$ cat config.mk
export PLATFORM = sky130hd
export DESIGN_NAME = inst_queue
export DESIGN_NICKNAME = d
export VERILOG_FILES = /design/src/rtl/inst_queue_pkg.sv /design/src/rtl/inst_queue.sv
export SDC_FILE = /design/constraint.sdc
export NUM_CORES = 1
export LEC_CHECK = 0
export CORE_MARGIN = 1
export CORE_UTILIZATION = 40
export DETAILED_ROUTE_END_ITERATION = 12
export GPL_ROUTABILITY_DRIVEN = 0
export GPL_TIMING_DRIVEN = 0
export PLACE_DENSITY = 0.58
export SLEW_MARGIN = 20
export SYNTH_ARGS = -nofsm -noshare
export SYNTH_HDL_FRONTEND = slang
export SYNTH_SLANG_ARGS = --single-unit
$ cat constraint.sdc
create_clock -name clk -period 6.07 [get_ports clk]
set_clock_uncertainty 0.1 [all_clocks]
set_input_delay 1.214 -clock clk [delete_from_list [all_inputs] [get_ports clk]]
set_output_delay 1.214 -clock clk [all_outputs]
set_load 0.02 [all_outputs]
$ cat src/rtl/inst_queue_pkg.sv
// Shared types for the in-order instruction queue: the decoded instruction
// pack carried from decoder to dispatcher and the default queue geometry.
package inst_queue_pkg;

    localparam int IQ_DEPTH_DEFAULT   = 8;
    localparam int IQ_PTR_LEN_DEFAULT = $clog2(IQ_DEPTH_DEFAULT);

    // Head/tail pointer: index bits plus one wrap bit.
    typedef logic [IQ_PTR_LEN_DEFAULT:0] IQ_PTR;

    typedef enum logic [1:0] {
        FU_ALU = 2'd0,
        FU_MUL = 2'd1,
        FU_MEM = 2'd2,
        FU_BR  = 2'd3
    } fu_e;

    typedef struct packed {
        logic [31:0] pc;
        logic [31:0] inst;
        fu_e         fu;
        logic [4:0]  dest_reg;
    } DECODED_PACK;

endpackage

$ cat src/rtl/inst_queue.sv
// In-order instruction queue between decoder and dispatcher. Buffers decoded
// packs in a circular flop array, shows the oldest entry to the dispatcher and
// retires it when neither the dispatcher nor the ROB stalls. A squash empties
// the queue; reset additionally clears the stored entries.
module inst_queue
    import inst_queue_pkg::*;
#(
    parameter int IQ_DEPTH   = IQ_DEPTH_DEFAULT,
    parameter int IQ_PTR_LEN = $clog2(IQ_DEPTH)
) (
    input  logic                  clk,
    input  logic                  reset,
    input  DECODED_PACK           decoded_pack,
    input  logic                  decoded_valid,
    input  logic                  dispatch_stall,
    input  logic                  rob_full,
    input  logic                  squash,
    output DECODED_PACK           dispatch_pack,
    output logic                  dispatch_valid,
    output logic                  dispatch_fire,
    output logic                  iq_full,
    output logic [IQ_PTR_LEN:0]   iq_count
);

    localparam logic [IQ_PTR_LEN:0] PTR_ONE   = (IQ_PTR_LEN + 1)'(1);
    localparam logic [IQ_PTR_LEN:0] PTR_ZERO  = (IQ_PTR_LEN + 1)'(0);
    localparam logic [IQ_PTR_LEN:0] DEPTH_CNT = (IQ_PTR_LEN + 1)'(IQ_DEPTH);

    DECODED_PACK         entries_r [IQ_DEPTH];
    logic [IQ_PTR_LEN:0] head_r;
    logic [IQ_PTR_LEN:0] tail_r;

    logic [IQ_PTR_LEN:0] count_s;
    logic                full_s;
    logic                valid_s;
    logic                enq_s;
    logic                fire_s;
    DECODED_PACK         head_pack_s;

    // Occupancy and flags derived purely from the registered pointers; the
    // full test never looks at this cycle's dequeue.
    always_comb begin
        count_s = tail_r - head_r;
        full_s  = (count_s == DEPTH_CNT);
        valid_s = (count_s != PTR_ZERO);
    end

    // Handshakes and show-ahead head read; fire is independent of the pack
    // contents so a stall derived from dispatch_pack.fu cannot form a loop.
    always_comb begin
        enq_s  = decoded_valid & ~full_s & ~squash;
        fire_s = valid_s & ~dispatch_stall & ~rob_full & ~squash;
        if (valid_s) begin
            head_pack_s = entries_r[head_r[IQ_PTR_LEN-1:0]];
        end else begin
            head_pack_s = '0;
        end
    end

    // Pointer and storage update: reset outranks squash, squash outranks traffic.
    always_ff @(posedge clk) begin
        if (reset) begin
            head_r <= PTR_ZERO;
            tail_r <= PTR_ZERO;
            for (int i = 0; i < IQ_DEPTH; i++) begin
                entries_r[i] <= '0;
            end
        end else if (squash) begin
            head_r <= PTR_ZERO;
            tail_r <= PTR_ZERO;
        end else begin
            if (enq_s) begin
                entries_r[tail_r[IQ_PTR_LEN-1:0]] <= decoded_pack;
                tail_r                            <= tail_r + PTR_ONE;
            end else begin
                tail_r <= tail_r;
            end
            if (fire_s) begin
                head_r <= head_r + PTR_ONE;
            end else begin
                head_r <= head_r;
            end
        end
    end

    assign dispatch_pack  = head_pack_s;
    assign dispatch_valid = valid_s;
    assign dispatch_fire  = fire_s;
    assign iq_full        = full_s;
    assign iq_count       = count_s;

endmodule

# Yosys cells after proc, flatten, opt, wreduce, memory -nomap -nowiden
# Memories as Yosys holds them, arrays and structs flattened. A register that Yosys moved wholly into a read port is not among the register bits.
# Index checks and enable logic that the tools add are counted.
# op_classes
addsub,3
eq_ne,1
muxes,12
n_bitwise,9
n_reduce_logical,3
# ops
cell,n
$mux 71,2
$reduce_or 71->1,1
$mux 3,3
$add 4x1->4 const B,2
$mux 1,7
$and 1x1->1,5
$eq 4x4->1 const B,1
$not 1->1,4
$reduce_bool 4->1,1
$sub 4x4->4,1
$reduce_or 2->1,1
# totals
register_bits,8
ram_bits,568
inputBits,77
out_inout_bits,78
word_cells,31
n_memories,1
# mem_list
memory,words,word_bits,rd,rd_ports_with_merged_regs,wr,line,text
entries_r,8,71,1,1,8,inst_queue.sv:29,DECODED_PACK entries_r [IQ_DEPTH];

# Logic depth before layout (Yosys ltp)
# depth
ltp_word,11
ltp_mapped,13

# Worst setup path before layout
# Ideal clock, no wire load.
# synth_path
kind,register -> register
startpoint,register tail_r[0]
endpoint,memory entries_r[1][0] in the netlist's numbering (enable)
setup_ps,515
arrival_ps,5683
slack_ps,-228
path_stages_with_launch,13
n_path_buf,3
synth_period_minus_slack_ps,6298
path_cell_list,dfxtp_1 inv_1 ha_1 inv_1 fa_1 xor2_1 or3_1 buf_4 o31ai_4 or3_1 buf_2 buf_6 o21bai_1
# synth_rtl
element,line,text
from (decl),inst_queue.sv:31,logic [IQ_PTR_LEN:0] tail_r;
from (signal assigned),inst_queue.sv:74,tail_r <= tail_r + PTR_ONE;
from (signal assigned),inst_queue.sv:76,tail_r <= tail_r;
to (decl),inst_queue.sv:29,

==> metrics.yaml <==
cp.arrival_ns: 4.42
synth_seq_cells: 579
status: "finished clean"
finalCritPeriodShare: 0.945
synthArstFlopShare: 0
cts_buffers: 60
drv_cap: 0
gr-usage-all-layers: 0.231
placed_cells: 2803
die_h_um: 254
rsz0062_at_grt: "false"
syn_area_per_cell_sq_um: 14.2
stdcell_count: 2910
synth_cells: 1784
cts-root-buf: "clkbuf_16"
seq_area_frac_synth: 0.682
antenna_found_initial: 1
powerDensity_mw_per_mm2: 282
slew_headroom: 0.300
path_clk_slew_ns: 0.06
p_total_mw: 8.60
h-tree-depth: 2
synth-edff-count: 568
yosysWarningCount: 0
setup_viol: 0
crit_type: "reg -> out"
p_leak_nw: 9.87
io_pins: 155
cts_tree: "yes"
nets: 2112
fin_setup_tns_ns: 0
ir_drop_mv: 0.229
tightest_slew_ns: 1.05
fin_crit_ns: 5.73
grt_max_degree: 39
r2r_slack_ns: 1.61
die_x_um: 254
start_kind: "register"
slew_viol_final: 0
endpoint_kind: "output port"
max_freq_mhz: 174
routedWlPerCell_um: 25.0
grt-ovfl-total: 0
whs_ns: 0.452
drive_gt1_frac: 0.164
min_path_type: "reg -> reg"
dp_hpwl_um: 46500
postCtsSetupBuffers: 0
cts_resized: 1
syn_nets: 1867
portBuffers: 154
antennaDiodeCount: 0
cts_buffer_depth: 3
start_util: 0.407
hold_viol: 0
clock_latency_ns: 0.62
routed_via_density: 5.47
die_area_sq_mm: 0.0643
grt_pass1_vias: 16300
cts_sinks: 579
area_delta_synth_final_pct: 20.5
layout_common_cells: "648 x nor2_1, 568 x edfxtp_1, 154 x clkdlybuf4s50_1, 146 x nand2_1, 142 x mux4_2"
final_common_cell: "nor2_1"
firstDrtPassIters: 6
row_count: 91
drc: 0
worstPathRequired_ns: 4.76
vias: 15900
synth_cell_types: 38
grt_pass1_wl_um: 106000
synth_area_sq_mm: 0.0253
antenna_left: 0
cp_max_fo: 10
core-area_sq_mm: 0.0622
first_iter_violations: 1483
totalWireLength_um: 72800
holdBufCountCts: 0
synthFlopType: "edfxtp_1"
## through the flow
stage	setup slack [ns]	instance area [sq um]	utilization
finish	0.336	30500	0.491
global route	0.108	30500	0.491
CTS	0.348	30500	0.491
detailed placement	0.641	28700	0.462
global placement	-4.83	27900	0.449
floorplan	-0.228	25300	-
## path summary, 6_finish.rpt
path,start,endpoint,depth (start not counted)
hold / removal,tail_r[3],tail_r[3],2
setup / recovery,tail_r[0],dispatch_pack[66],11
hold reg to reg,tail_r[3],tail_r[3],2
setup reg to reg,tail_r[0],entries_r[4][8],14
## where the power goes
part | internal (mW) | leakage [nW] | switching [mW]
registers | 4.53 | 5.98 | 0.0367
clock network | 1.94 | 0.880 | 1.52
logic | 0.234 | 3.01 | 0.340
total | 6.70 | 9.87 | 1.90
## state kept, by name, indices dropped and copies added (netlist names), named ones only
register / cells
entries_r: 568
head_r: 4
tail_r: 4
## layout make-up
type / count / area (sq um)
buffer: 129 / 658
tap: 837 / 1050
multi-input combinational: 1068 / 7450
sequential: 579 / 17300
inverter: 8 / 30.0
clock inverter: 35 / 236
clock buffer: 71 / 1560
timing repair buffer: 183 / 2270
fill: 5416 / 31600
## critical path, cell delays in order, from the launching register on
cell	delay (ns)
dfxtp_1	0.46
inv_1	0.15
ha_1	0.23
inv_1	0.07
fa_1	0.48
or3_1	0.37
buf_4	0.18
nor3_1	0.20
clkbuf_2	0.53
buf_2	0.38
nor2_1	0.17
clkdlybuf4s50_1	0.56
## kinds of logic (layout without fill, tap and decap cells)
family | after synthesis | in the layout | synth area share
DFF | 579 | 579 | 0.682
muxes | 214 | 214 | 0.155
adders and majority gates | 6 | 6 | 0.00326
xor gates and xnor gates | 5 | 5 | 0.00173
buffers and inverters | 137 | 426 | 0.0271
AOI/OAI and AO/OA | 26 | 26 | 0.00741
and+or+nand+nor | 817 | 817 | 0.124
## metal layers
layer  share of wire  vias to the layer above  GRT usage
met1            0.40                     8194      0.305
met2            0.50                      675      0.393
li1                -                     6951          -
met3           0.082                      105     0.0434
met5         0.00018                        -          0
met4           0.020                        2     0.0592
## synthesized netlist by cell type, drive strengths merged, types with 3 or more instances
cell type,instances,share of area
a21o,3,0.00089
a21oi,8,0.0017
buf,91,0.020
clkbuf,38,0.0056
dfxtp,11,0.0087
edfxtp,568,0.67
ha,5,0.0025
inv,8,0.0012
mux2i,72,0.028
mux4,142,0.13
nand2,146,0.022
nor2,650,0.096
nor3,6,0.0016
o21ai,3,0.00059
o21bai,6,0.0018
or3,6,0.0015
xor2,3,0.0010
Power figures use the tool's default switching activity.
